### src/rtl/matmul_pkg.sv
// Shared types and default parameter-block addresses for the matmul sequencer.
package matmul_pkg;

   typedef enum logic [2:0] {
      IDLE,
      FETCH,
      RD_A,
      RD_B,
      ACC,
      WR_C,
      DONE
   } state_t;

   localparam int DEF_DATA_WIDTH = 8;
   localparam int DEF_ADDR_WIDTH = 8;
   localparam int DEF_M_ADDR     = 0;
   localparam int DEF_N_ADDR     = 2;
   localparam int DEF_L_ADDR     = 4;
   localparam int DEF_PA_ADDR    = 12;
   localparam int DEF_PC_ADDR    = 14;
   localparam logic [2:0] FETCH_LAST = 3'd5;

endpackage

### src/rtl/matmul_addr_gen.sv
// Combinational operand/result address generation; all sums wrap mod 2**ADDR_WIDTH.
module matmul_addr_gen
   import matmul_pkg::*;
#(
   parameter int DATA_WIDTH = DEF_DATA_WIDTH,
   parameter int ADDR_WIDTH = DEF_ADDR_WIDTH
) (
   input  logic [ADDR_WIDTH-1:0] pa,
   input  logic [ADDR_WIDTH-1:0] pc,
   input  logic [DATA_WIDTH-1:0] m,
   input  logic [DATA_WIDTH-1:0] n,
   input  logic [DATA_WIDTH-1:0] l,
   input  logic [DATA_WIDTH-1:0] i,
   input  logic [DATA_WIDTH-1:0] j,
   input  logic [DATA_WIDTH-1:0] k,
   output logic [ADDR_WIDTH-1:0] a_addr,
   output logic [ADDR_WIDTH-1:0] b_addr,
   output logic [ADDR_WIDTH-1:0] c_addr
);

   // Truncating each factor first gives the same low bits as the full-width product.
   assign a_addr = pa + ADDR_WIDTH'(i) * ADDR_WIDTH'(n) + ADDR_WIDTH'(k);
   assign b_addr = pa + ADDR_WIDTH'(m) * ADDR_WIDTH'(n)
                      + ADDR_WIDTH'(k) * ADDR_WIDTH'(l) + ADDR_WIDTH'(j);
   assign c_addr = pc + ((ADDR_WIDTH'(i) * ADDR_WIDTH'(l) + ADDR_WIDTH'(j)) << 1);

endmodule

### src/rtl/matmul_seq.sv
// Sequencer that walks data memory to compute C = A x B, one double-byte write per C element.
module matmul_seq
   import matmul_pkg::*;
#(
   parameter int DATA_WIDTH = DEF_DATA_WIDTH,
   parameter int ADDR_WIDTH = DEF_ADDR_WIDTH,
   parameter int M_ADDR     = DEF_M_ADDR,
   parameter int N_ADDR     = DEF_N_ADDR,
   parameter int L_ADDR     = DEF_L_ADDR,
   parameter int PA_ADDR    = DEF_PA_ADDR,
   parameter int PC_ADDR    = DEF_PC_ADDR
) (
   input  logic                    clk,
   input  logic                    rst_n,
   input  logic                    start,
   output logic                    busy,
   output logic                    done,
   output logic                    mem_we,
   output logic [2*DATA_WIDTH-1:0] mem_w_data,
   output logic [ADDR_WIDTH-1:0]   mem_w_addr,
   output logic [ADDR_WIDTH-1:0]   mem_r_addr,
   input  logic [DATA_WIDTH-1:0]   mem_r_data
);

   localparam int DW = DATA_WIDTH;
   localparam int AW = ADDR_WIDTH;
   localparam logic [DW-1:0] ONE = {{(DW-1){1'b0}}, 1'b1};

   state_t          state;
   logic [2:0]      p;
   logic [DW-1:0]   m, n, l, i, j, k, a_reg;
   logic [DW-1:0]   i_nx, j_nx, k_nx;
   logic [AW-1:0]   pa, pc, a_addr, b_addr, c_addr;
   logic [2*DW-1:0] acc, acc_sum;
   logic            i_last, j_last, k_last;

   assign i_last  = (i == m - ONE);
   assign j_last  = (j == l - ONE);
   assign k_last  = (k == n - ONE);
   assign acc_sum = acc + ({{DW{1'b0}}, a_reg} * {{DW{1'b0}}, mem_r_data});

   // Counter values after this edge; the address generator sees these so that
   // r_addr/w_addr can be registered on the edge that enters RD_A/RD_B/WR_C.
   always_comb begin
      i_nx = i;
      j_nx = j;
      k_nx = k;
      case (state)
         FETCH: if (p == FETCH_LAST) begin
            i_nx = '0;
            j_nx = '0;
            k_nx = '0;
         end
         ACC:   k_nx = k_last ? '0 : k + ONE;
         WR_C:  if (j_last) begin
            j_nx = '0;
            i_nx = i + ONE;
         end else begin
            j_nx = j + ONE;
         end
         default: ;
      endcase
   end

   matmul_addr_gen #(
      .DATA_WIDTH (DW),
      .ADDR_WIDTH (AW)
   ) u_addr_gen (
      .pa     (pa),
      .pc     (pc),
      .m      (m),
      .n      (n),
      .l      (l),
      .i      (i_nx),
      .j      (j_nx),
      .k      (k_nx),
      .a_addr (a_addr),
      .b_addr (b_addr),
      .c_addr (c_addr)
   );

   // Read data lags r_addr by one cycle, so each state consumes what the previous one addressed.
   always_ff @(posedge clk or negedge rst_n) begin
      if (!rst_n) begin
         state      <= IDLE;
         p          <= '0;
         busy       <= 1'b0;
         done       <= 1'b0;
         mem_we     <= 1'b0;
         mem_w_data <= '0;
         mem_w_addr <= '0;
         mem_r_addr <= '0;
         m          <= '0;
         n          <= '0;
         l          <= '0;
         i          <= '0;
         j          <= '0;
         k          <= '0;
         pa         <= '0;
         pc         <= '0;
         a_reg      <= '0;
         acc        <= '0;
      end else begin
         i <= i_nx;
         j <= j_nx;
         k <= k_nx;
         case (state)
            IDLE: if (start) begin
               state      <= FETCH;
               p          <= '0;
               busy       <= 1'b1;
               mem_r_addr <= AW'(M_ADDR);
            end
            FETCH: begin
               p <= p + 3'd1;
               case (p)
                  3'd0: mem_r_addr <= AW'(N_ADDR);
                  3'd1: begin m <= mem_r_data; mem_r_addr <= AW'(L_ADDR);  end
                  3'd2: begin n <= mem_r_data; mem_r_addr <= AW'(PA_ADDR); end
                  3'd3: begin l <= mem_r_data; mem_r_addr <= AW'(PC_ADDR); end
                  3'd4: pa <= AW'(mem_r_data);
                  3'd5: begin
                     pc  <= AW'(mem_r_data);
                     acc <= '0;
                     if (m == '0 || n == '0 || l == '0) begin
                        state <= DONE;
                        busy  <= 1'b0;
                        done  <= 1'b1;
                     end else begin
                        state      <= RD_A;
                        mem_r_addr <= a_addr;
                     end
                  end
                  default: ;
               endcase
            end
            RD_A: begin
               state      <= RD_B;
               mem_r_addr <= b_addr;
            end
            RD_B: begin
               state <= ACC;
               a_reg <= mem_r_data;
            end
            ACC: begin
               acc <= acc_sum;
               if (k_last) begin
                  state      <= WR_C;
                  mem_we     <= 1'b1;
                  mem_w_addr <= c_addr;
                  mem_w_data <= acc_sum;
               end else begin
                  state      <= RD_A;
                  mem_r_addr <= a_addr;
               end
            end
            WR_C: begin
               mem_we <= 1'b0;
               acc    <= '0;
               if (i_last && j_last) begin
                  state <= DONE;
                  busy  <= 1'b0;
                  done  <= 1'b1;
               end else begin
                  state      <= RD_A;
                  mem_r_addr <= a_addr;
               end
            end
            DONE: begin
               state <= IDLE;
               done  <= 1'b0;
            end
            default: state <= IDLE;
         endcase
      end
   end

endmodule

### config.mk
export PLATFORM = sky130hd
export DESIGN_NAME = matmul_seq
export DESIGN_NICKNAME = d
export VERILOG_FILES = /design/src/rtl/matmul_pkg.sv /design/src/rtl/matmul_addr_gen.sv /design/src/rtl/matmul_seq.sv
export SDC_FILE = /design/constraint.sdc
export NUM_CORES = 1
export LEC_CHECK = 0
export ABC_AREA = 1
export ABC_CLOCK_PERIOD_IN_PS = 7000
export BUFFER_PORTS_ARGS = -buffer_cell sky130_fd_sc_hd__clkbuf_2
export CAP_MARGIN = 40
export CORE_MARGIN = 2
export CORE_UTILIZATION = 50
export CTS_CLUSTER_DIAMETER = 100
export CTS_CLUSTER_SIZE = 16
export DETAILED_ROUTE_END_ITERATION = 6
export PLACE_DENSITY = 0.69
export SLEW_MARGIN = 40
export SYNTH_ARGS = -nofsm -noshare
export SYNTH_HDL_FRONTEND = slang
export SYNTH_SLANG_ARGS = --single-unit
### constraint.sdc
create_clock -name clk -period 7 [get_ports clk]
set_input_delay 1.05 -clock clk [delete_from_list [all_inputs] [get_ports clk]]
set_output_delay 1.05 -clock clk [all_outputs]
set_load 0.01 [all_outputs]
==> flow_results.org, run 1 <==
** Yosys
- The share of the Yosys chip area taken by registers is 23.6%.
- Post-synthesis net count :: 2,026
- Ys Warns :: 0
- After synthesis, the most frequently instantiated cells are sky130_fd_sc_hd__nand2_1 (445), sky130_fd_sc_hd__inv_1 (373), sky130_fd_sc_hd__dfrtp_1 (129), sky130_fd_sc_hd__ha_1 (129), sky130_fd_sc_hd__fa_1 (128).
- Ranking of synthesized cells by area :: sky130_fd_sc_hd__dfrtp_1 (24%), sky130_fd_sc_hd__fa_1 (19%), sky130_fd_sc_hd__nand2_1 (12%)
- Among all flip-flop cells after synthesis, the most frequent one is sky130_fd_sc_hd__dfrtp_1.
- Synthesis produced 1,758 cells.
- Most used standard cell by instance count after synthesis :: sky130_fd_sc_hd__nand2_1
- Number of unique standard cell types used by synthesis :: 51
- Synth Register Bits :: 129
- In this run, synthesis inferred 0 flip-flops with an integrated enable.
- Area of the mapped netlist :: 13,700 um^2
- The share of synthesized area in the top cell type comes to 23.6%.
- Mean cell area of the mapped netlist :: 7.77 um^2
- Yosys top cell by area :: sky130_fd_sc_hd__dfrtp_1
- Async set or reset register ratio after synthesis :: 100%

** Clocking
- Clock tree synthesis found a total of 129 sinks.
- Clock input transition at the sequential cells of the worst setup and hold paths :: 0.06 ns
- CTS built an H-tree with a depth of 4.
- Maximum buffer depth of the clock tree :: 2
- Clock tree from TritonCTS :: yes
- Worst skew pair latency :: 0.43 ns
- Inserted Clock Buffers :: 17
- Root Buffer Master :: sky130_fd_sc_hd__clkbuf_16

** Setup path
- Data required time of the worst path :: 7.37 ns
- The worst register-to-register path begins at n[1].
- STA puts the critical path data arrival time at 7.01 ns.
- Of all nets on the critical path, the largest fanout is 7.
- STA classifies the critical path startpoint as a register.
- Critical path launch point :: n[1]
- The setup check on the worst reg-to-reg path leaves a slack of 0.36 ns.
- Worst reg-to-reg path cell count :: 43
- The most critical setup path has its endpoint at mem_r_addr[7].
- Biggest cell delay along the critical path :: 0.54 ns
- Nature of the critical path endpoint :: register
- Cell with the largest stage delay on the worst path :: sky130_fd_sc_hd__fa_1
- The cell that appears most often on the critical path is sky130_fd_sc_hd__nand2_1.
- In this run the critical register-to-register path is captured at mem_r_addr[7].
- Critical path class :: reg -> reg

** Detailed routing
- In the detailed route, the total length drawn on met3 is 2.28 mm.
- Via-per-instance ratio :: 5.21
- Detailed Route WL :: 37.4 mm
- First-pass detailed-route iteration total :: 6
- Length of routed met2 wiring :: 18.0 mm
- DRC errors left :: 0
- Top routing layer used :: met4
- In the final routing, the length of wire on met1 measures 15.8 mm.
- After detailed routing, the average wire length per cell comes to 17.1 um.
- Number of violations reported at the end of detailed-routing iteration 0 :: 730
- Post-route antenna net violation count :: 0
- The routed layout has 11,400 vias.

** STA
- On the final layout, the worst hold slack is 0.473 ns.
- Final hold vios :: 0
- Timing would allow up to 0.151 GHz.
- Subtracting the final worst setup slack from the clock period gives 6.64 ns.
- In the final timing run, aggregate negative setup slack is 0 ns.
- Once routing completed, OpenROAD measured the worst setup slack at 0.358 ns.
- At the pin with the least slew margin, the transition time is 0.867 ns.
- The count of pins over their slew limit was 0.
- Dividing the final minimum period by the clock period gives 94.9%.
- Final setup vio count :: 0
- Clock Skew :: 0.0114 ns
- Worst slew margin relative to its limit :: 42.0%

** Floorplanning
- Initial Utilization :: 50.8%
- Placement Rows :: 60
- From bottom edge to top edge, the die measures 169 um.
- Area of the core :: 26,900 um^2
- Full die area :: 28,700 um^2
- Number of I/O pins :: 46
- Horizontal extent of the die :: 169 um

** Cells and area
- Number of inserted diodes :: 0
- After filler insertion, the fill cell instance count of the layout stands at 2,460.
- Cells with a size suffix above 1 make up 12.6% of the layout.
- The largest registers in the layout are acc (16), mem_w_data (16).
- NumNets Final :: 2,107
- Layout area overhead :: 13.5%
- Count of placed standard cells in the final layout, fillers left out :: 2,193

** Global routing
- Overall Global Routing Usage :: 27.5%
- Global-route wire length before repair :: 61.1 mm
- The number of global-route vias before repair was 11,800.
- Maximum number of pins on one net before global-route repair :: 79
- The initial antenna violation count came to 0.
- Summed over all layers, the global routing overflow is 0.

** Run
- Max-cap violations in this run came to 0.

** Placement
- Counting tap cells, the placed design contains a total of 2,133 instances.
- After legalization and detailed placement, the total HPWL measured 29.7 mm.
- Port buffering added 45 buffers.
- Placer Congestion :: 0.995
- Pre-CTS setup slack :: 0.0670 ns

** Hold path
- Hold Startpoint :: mem_w_addr[2]
- Min-Delay Path Class :: reg -> reg

** Run status
- The flow ran to the end, and the final reports show no timing, DRC or antenna violations.
==> stage by stage <==
step	util, %	cell area (um^2)
floorplan	-	13700
global route	57.7	15500
finish	57.7	15500
CTS	55.9	15000
detailed placement	53.6	14400
global placement	53.6	14400
==> critical path: cells and delay by family, from the launching register on <==
kind | cells | cell delay, ns
AND/OR/NAND/NOR | 23 | 1.85
flip-flops | 1 | 0.39
XOR/XNOR | 1 | 0.14
adder cells (fa/ha/maj) | 8 | 3.43
AO/OA/AOI/OAI | 1 | 0.08
buffers and inverters | 10 | 0.69
==> kinds of logic (layout without fill, tap and decap cells) <==
family                   Yosys count  after routing  synth area share (%)
XOR/XNOR                          98             98                  6.44
adder cells (fa/ha/maj)          257            257                  30.6
AO/OA/AOI/OAI                    168            168                  7.02
flip-flops                       129            129                  23.6
buffers and inverters            441            535                  12.3
AND/OR/NAND/NOR                  665            665                  20.0
==> how the worst min path moves through the flow <==
stage,endpoint,slack [ns],depth (start not counted)
global route,mem_w_addr[2],0.50,2
floorplan,mem_w_addr[0],0.45,2
detailed placement,mem_w_data[1],0.46,2
CTS,mem_w_data[1],0.48,2
global placement,mem_w_addr[2],0.46,2
finish,mem_w_addr[2],0.47,2
==> cells in the final DEF, fill, tap and decap left out, types with 12 or more instances in the layout <==
cell / count
sky130_fd_sc_hd__nand3_1: 57
sky130_fd_sc_hd__nand2_1: 437
sky130_fd_sc_hd__fa_1: 128
sky130_fd_sc_hd__nand3b_1: 12
sky130_fd_sc_hd__a21oi_1: 26
sky130_fd_sc_hd__nor2_2: 12
sky130_fd_sc_hd__nor2_1: 95
sky130_fd_sc_hd__buf_4: 69
sky130_fd_sc_hd__xnor2_1: 42
sky130_fd_sc_hd__ha_1: 123
sky130_fd_sc_hd__clkbuf_16: 17
sky130_fd_sc_hd__o21ai_0: 96
sky130_fd_sc_hd__clkbuf_2: 44
sky130_fd_sc_hd__inv_2: 22
sky130_fd_sc_hd__xor2_1: 54
sky130_fd_sc_hd__inv_1: 358
sky130_fd_sc_hd__dfrtp_1: 129
==> routing by layer <==
metal | global-route usage (%) | vias to the layer above
li1 | - | 5470
met3 | 3.71 | 72
met5 | 0 | -
met2 | 46.7 | 337
met1 | 35.9 | 5546
met4 | 10.2 | 0
==> area by class of cell <==
class	count	area, um^2	area share (%)
clock buffer	18	439	2.83
sequential	129	3230	20.8
tap	341	427	2.75
inverter	388	1470	9.50
clock inverter	14	190	1.23
timing repair buffer	115	772	4.98
multi-input combinational	1188	8970	57.9
==> repair_timing <==
action,in CTS,in global routing
setup buffers,0,28
endpoints found under the setup margin,0,1
hold buffers,0,0
resized for setup,0,66
Power of run 1 is not shown: default switching activity piles up to over one toggle a cycle in this logic, so the estimate is an artifact.
==> inputs of run 2 (changes only) <==
- ABC_AREA: 1 -> unset
==> flow_results.org, run 2 <==
** Run status
- The run finished, with violations left.
- The checks that failed: negative setup slack.

** STA
- Clock Skew :: 0.0145 ns
- In this run the tightest slew margin relative to its limit is 45.3%.
- At the pin with the least slew margin, the transition time is 0.818 ns.
- Final setup vio count :: 1
- Maximum achievable frequency :: 0.138 GHz
- Clock period minus worst slack :: 7.25 ns
- Setup repair after global routing could not meet its margin everywhere.
- The count of pins over their slew limit is 0.
- Once routing completed, OpenROAD measured the worst setup slack at -0.254 ns.
- The final-report hold violation count is 0.
- Dividing the final minimum period by the clock period gives 104%.

** Global routing
- Global-route wire length before repair :: 58.8 mm
- Global routing consumed, on the met3 layer, 4.23% of the routing resources.
- Met2 global-route usage :: 43.8%
- Overall Global Routing Usage :: 27.0%
- For this run, global-route usage on met1 was measured as 34.7%.
- Via count of the first global-routing pass :: 10,900
- The layer flagged by global routing as most heavily used is met2.
- The initial antenna violation count was 0.
- Total overflow reported by the global router :: 0
- Maximum number of pins on one net before global-route repair :: 79

** Yosys
- Post-synth EDFFs :: 0
- Sequential cells were found to cover 24.0% of the synthesized design area.
- Counting every net in the synthesized netlist gives 1,670.
- The commonest cells after synthesis are sky130_fd_sc_hd__inv_1 (213), sky130_fd_sc_hd__nand2_1 (147), sky130_fd_sc_hd__dfrtp_1 (129), sky130_fd_sc_hd__ha_1 (129), sky130_fd_sc_hd__fa_1 (128).
- Ranking of synthesized cells by area :: sky130_fd_sc_hd__dfrtp_1 (24%), sky130_fd_sc_hd__fa_1 (19%), sky130_fd_sc_hd__ha_1 (12%)
- Most instantiated flip-flop cell in the synthesis netlist :: sky130_fd_sc_hd__dfrtp_1
- The number of different library cells used by synthesis comes to 78.
- Area of the mapped netlist :: 13,500 um^2
- Yosys printed 0 warnings.
- Async set or reset register ratio after synthesis :: 100%
- Most used standard cell by instance count after synthesis :: sky130_fd_sc_hd__inv_1
- Mean cell area of the mapped netlist :: 9.60 um^2
- Synthesis inferred 129 register bits.
- Yosys top cell by area :: sky130_fd_sc_hd__dfrtp_1
- The share of synthesized area in the top cell type comes to 24.0%.
- Synthesis produced a netlist whose cell count is 1,402.

** Floorplanning
- Area of the core :: 26,700 um^2
- Initial Utilization :: 50.4%
- The die covers 28,200 um^2.
- During I/O placement, the number of pins put on the boundary was 46.
- The floorplan has 60 rows.
- Chip height :: 168 um
- Horizontal extent of the die :: 168 um

** Detailed routing
- After the first detailed-routing iteration, the DRC count stood at 668.
- Dividing the detail-routed wire length by the instance count gives 19.3 um.
- Post-route antenna net violation count :: 0
- Via-per-instance ratio :: 5.48
- In the routed design, unresolved DRC markers number 0.
- First-pass detailed-route iteration total :: 4
- Detailed Route WL :: 36.0 mm
- Count of vias placed by the detailed router :: 10,200

** Cells and area
- With fillers left out, the area of the finished cells amounts to 15,400 um^2.
- Most common cell after layout, fill and taps aside :: sky130_fd_sc_hd__inv_1
- After filler insertion, the fill cell instance count of the layout stands at 2,325.
- 0 antenna diodes ended up in the layout.
- The final layout contains 1,785 nets.
- The library cells used most frequently in the layout, excluding fill and tap cells, are sky130_fd_sc_hd__inv_1 (208), sky130_fd_sc_hd__nand2_1 (145), sky130_fd_sc_hd__dfrtp_1 (129).
- Layout area overhead :: 14.6%
- Of the cells placed in the final design, the portion with a size suffix greater than 1 is 19.9%.
- Count of placed standard cells in the final layout, fillers left out :: 1,871
- Largest registers :: acc (16), mem_w_data (16)

** Setup path
- For flop-to-flop paths, the worst setup slack is -0.25 ns.
- In this run the critical register-to-register path is captured at mem_r_addr[7].
- STA classifies the critical path startpoint as a register.
- Counting cells, the worst reg-to-reg path comes to 28.
- Data required time of the worst path :: 7.32 ns
- The startpoint identified for the worst register-to-register timing path is n[5].
- Arrival time worst endpoint :: 7.57 ns
- On the worst path, the slowest cell contributes a delay of 0.55 ns.
- STA classifies the critical path endpoint as a register.
- Crit-path max FO :: 6
- By instance count, the cell type seen most on the critical path is sky130_fd_sc_hd__fa_1.
- For this design, the slowest cell found on the critical path is sky130_fd_sc_hd__fa_2.
- Critical path class :: reg -> reg

** Placement
- Prior to clock tree synthesis, the placed netlist has a worst setup slack of -0.292 ns.
- Placer Congestion :: 1.00
- The wire-length estimate of the detail-placed layout is 28.4 mm.
- Summing all placed instances gives a cell area of 14,600 um^2.
- Port bufs :: 45
- Including well taps, the total number of placed cells is 1,833.

** Clocking
- TritonCTS built the clock tree.
- CTS placed an instance of sky130_fd_sc_hd__clkbuf_16 at the clock tree root.
- Counting the buffers created by CTS gives 17.
- Clock input transition at the sequential cells of the worst setup and hold paths :: 0.07 ns
- CTS built an H-tree with a depth of 4.
- Maximum buffer depth of the clock tree :: 2
- Cts hold-fix bufs :: 0
- Clock latency on the worst-skew pair, taken at its later pin, is 0.43 ns.
- Count of clock tree sinks :: 129

** Hold path
- Hold Startpoint :: mem_w_addr[5]
- Destination of the worst hold path :: mem_w_addr[5]
- Instance count along the most critical hold path :: 2
- Min-Delay Path Class :: reg -> reg

** Run
- The tool flagged a number of max-cap violations equal to 0.
[run 2: cells by family after synthesis]
family          synth area share [%]
fa+ha+maj                       31.0
buf+inv                         8.29
xor+xnor                        8.11
compound gates                  9.37
mux                             5.16
simple gates                    14.1
flops                           24.0
[run 2: through the flow]
stage | util [%] | hold WS (ns) | TNS, ns
finish | 57.7 | 0.482 | -0.254
global route | 57.7 | 0.504 | -0.506
CTS | 57.3 | 0.484 | -0.172
detailed placement | 54.8 | 0.469 | -0.292
global placement | 54.8 | 0.464 | -0.211
floorplan | - | 0.466 | -0.140
[run 2: worst max-delay path by stage]
stage,slack (ns),startpoint,cells after the start,end
2_1_floorplan,-0.14,n[5],30,mem_r_addr[7]
3_3_place_gp,-0.21,n[5],28,mem_r_addr[7]
3_5_place_dp,-0.29,n[5],27,mem_r_addr[7]
4_1_cts,-0.17,n[4],27,mem_r_addr[7]
6_report,-0.25,n[5],28,mem_r_addr[7]
5_1_grt,-0.51,n[5],28,mem_r_addr[7]
[run 2: timing repair]
item | CTS | global route
endpoints found under the setup margin | 1 | 2
pin swaps | 22 | 19
buffers inserted | 5 | 1
resized for setup | 2 | 21
hold endpoints to repair | 0 | 0
[run 2: per-layer routing]
| metal | part of all wire (%) | routed length [um] | vias to the layer above |
|---|---|---|---|
| li1 | - | - | 4772 |
| met1 | 42 | 15100 | 5090 |
| met2 | 47 | 16900 | 298 |
| met3 | 5.1 | 1830 | 89 |
| met4 | 6.0 | 2160 | 0 |
| met5 | 0 | 0 | - |
[run 2: area by class of cell]
class / count / area, um^2 / area share [%]
multi-input combinational: 1000 / 9280 / 60.2
sequential: 129 / 3230 / 20.9
timing repair buffer: 156 / 1070 / 6.92
inverter: 213 / 802 / 5.20
clock buffer: 18 / 439 / 2.85
tap: 341 / 427 / 2.77
clock inverter: 14 / 178 / 1.15
[run 2: worst max-delay path, delay by kind of cell, from the launching register on]
family                   cells  cell delay (ns)
AND/OR/NAND/NOR              4             1.14
adder cells (fa/ha/maj)      7             3.25
XOR/XNOR                     6             1.09
AO/OA/AOI/OAI                7             1.10
flip-flops                   1             0.41
buffers and inverters        4             0.18
Power of run 2 is left out for the same reason.
==> inputs of run 3 (changes only) <==
- ABC_CLOCK_PERIOD_IN_PS: 7000 -> 8600
- clock period: 7 -> 8.6 ns (I/O delays scaled with it)
==> flow_results.org, run 3 (same netlist as run 2, synthesis figures left out) <==
** Clocking
- Root Buffer Master :: sky130_fd_sc_hd__clkbuf_16
- Clock tree from TritonCTS :: yes
- Count of clock tree sinks :: 129
- In this run the post-CTS setup repair buffer count came out at 0.
- The later pin in the worst-skew pair is clocked with a latency of 0.43 ns.
- Once the clock tree was built, the resizer swapped 0 gates to a different size.
- Cts hold-fix bufs :: 0
- Inserted Clock Buffers :: 17
- In this run the deepest clock path goes through 2 buffers.
- Clock input transition at the sequential cells of the worst setup and hold paths :: 0.06 ns
- The H-tree was split into 4 levels.

** STA
- Dividing the final minimum period by the clock period gives 90.2%.
- Derived from the worst setup path, the maximum achievable clock frequency is 0.129 GHz.
- Clock Skew :: 0.0147 ns
- The worst pin sits at a relative slew slack of 48.3%.
- Final setup vio count :: 0
- Setup repair after global routing left no endpoint under its margin.
- At the pin with the least slew margin, the transition time is 0.768 ns.
- Worst Slack Setup Final :: 0.846 ns
- Final hold vios :: 0
- Worst-case hold slack :: 0.480 ns
- The count of pins over their slew limit was 0.
- Aggregate negative setup slack :: 0 ns
- The smallest clock period supported by the final layout is computed as 7.75 ns.

** Setup path
- Data required time of the worst path :: 8.92 ns
- Cell with the largest stage delay on the worst path :: sky130_fd_sc_hd__dfrtp_1
- Biggest cell delay along the critical path :: 0.59 ns
- The worst setup path is captured at a register.
- Worst reg-to-reg path cell count :: 28
- Counting both buffers and inverters, the worst setup path holds a total of 4.
- Top cell by count, worst path :: sky130_fd_sc_hd__fa_1
- STA classifies the critical path startpoint as a register.
- Of all nets on the critical path, the largest fanout is 16.
- STA puts the critical path data arrival time at 8.07 ns.
- On the critical path the largest part of the delay comes from adder cells.
- Number of stages on the worst setup path :: 28
- The critical path in this run is classified as reg -> reg.

** Floorplanning
- Initial Utilization :: 50.4%
- In this run the vertical extent of the chip is 168 um.
- Horizontal extent of the die :: 168 um
- 46 I/O pins were placed.
- In this run the core area contains 60 standard-cell rows.
- Area of the core :: 26,700 um^2
- Full die area :: 28,200 um^2

** Placement
- Placer Congestion :: 1.02
- Pre-CTS setup slack :: 0.877 ns
- Port buffering added 45 buffers.
- HPWL after DPL :: 26.4 mm

** Cells and area
- The final layout contains 1,695 nets.
- Leaving out fill and tap cells, the most frequent cell in the layout is sky130_fd_sc_hd__inv_1.
- The top cell types in the final layout, fill and taps aside, are sky130_fd_sc_hd__inv_1 (213), sky130_fd_sc_hd__nand2_1 (147), sky130_fd_sc_hd__ha_1 (129), sky130_fd_sc_hd__dfrtp_1 (129), sky130_fd_sc_hd__fa_1 (128).
- Layout area overhead :: 8.01%
- The layout has 2,367 filler cells.
- The largest registers in the layout are acc (16), mem_w_data (16).
- At the end of the flow the core is filled with cells to 54.4%.
- Number of inserted diodes :: 0
- Share of layout cells above drive strength 1 :: 12.7%

** Global routing
- Global routing used 25.2% of the available tracks across all layers.
- Summed over all layers, the global routing overflow is 0.
- Antenna violations before repair :: 0
- Maximum number of pins on one net before global-route repair :: 69
- Global-route wire length before repair :: 54.9 mm
- Via count of the first global-routing pass :: 10,100

** Detailed routing
- In the routed design, unresolved DRC markers number 0.
- Via-per-instance ratio :: 5.52
- Number of violations reported at the end of detailed-routing iteration 0 :: 718
- First-pass detailed-route iteration total :: 5
- Detailed Route WL :: 33.7 mm
- After detailed routing, the average wire length per cell comes to 18.9 um.
- Count of vias placed by the detailed router :: 9,824
- The count of nets left with antenna violations once routing finished came out at 0.

** Run
- The tool flagged a number of max-cap violations equal to 0.

** Run status
- The run finished with clean final reports.

** Hold path
- The path class of the tightest hold or removal check is reg -> reg.
- Instance count along the most critical hold path :: 2
## run 3: changes by cell type in the layout (fill, tap and decap cells not counted), sizes merged
| cell | delta |
|---|---|
| clkinv | +3 |
| inv | -2 |
| buf | -89 |
| bufinv | -1 |
| clkbuf | +1 |
| clkinvlp | -2 |
## run 3: final cells by class
class,count,area [um^2],share of cell area (%)
multi-input cells,1000,9120,62.7
flip-flops and latches,129,3230,22.2
inverters,213,800,5.50
clock buffers,20,437,3.00
well taps,341,427,2.93
repair buffers,66,393,2.70
clock inverters,12,134,0.921
## run 3: final timing paths
kind,from,slack [ns],endpoint
max,n[3],0.85,mem_r_addr[7]
min,mem_w_addr[5],0.48,mem_w_addr[5]
max reg2reg,n[3],0.85,mem_r_addr[7]
min reg2reg,mem_w_addr[5],0.48,mem_w_addr[5]
max in group asynchronous,rst_n,6.70,k[4]
min in group asynchronous,rst_n,0.84,acc[5]
## run 3: tightest hold or removal path: stages (launching register included)
cell	delay, ns
sky130_fd_sc_hd__dfrtp_1	0.34
sky130_fd_sc_hd__nand2_1	0.05
sky130_fd_sc_hd__o21ai_0	0.06
## run 3: routing by layer
| metal | track usage (%) | routed length [um] | part of all wire [%] | vias to the layer above |
|---|---|---|---|---|
| met4 | 9.71 | 1240 | 3.7 | 0 |
| met1 | 33.6 | 14300 | 43 | 4871 |
| met5 | 0 | 0 | 0 | - |
| li1 | - | - | - | 4593 |
| met2 | 41.9 | 16300 | 48 | 291 |
| met3 | 3.43 | 1830 | 5.4 | 69 |
## run 3: metrics by stage
| step | area [um^2] | std cells |
|---|---|---|
| after floorplan | 13500 | 1402 |
| after global placement | 14000 | 1749 |
| after detailed placement | 14000 | 1749 |
| after CTS | 14500 | 1781 |
| after global routing | 14500 | 1781 |
| final | 14500 | 1781 |
Power of run 3 is left out for the same reason.
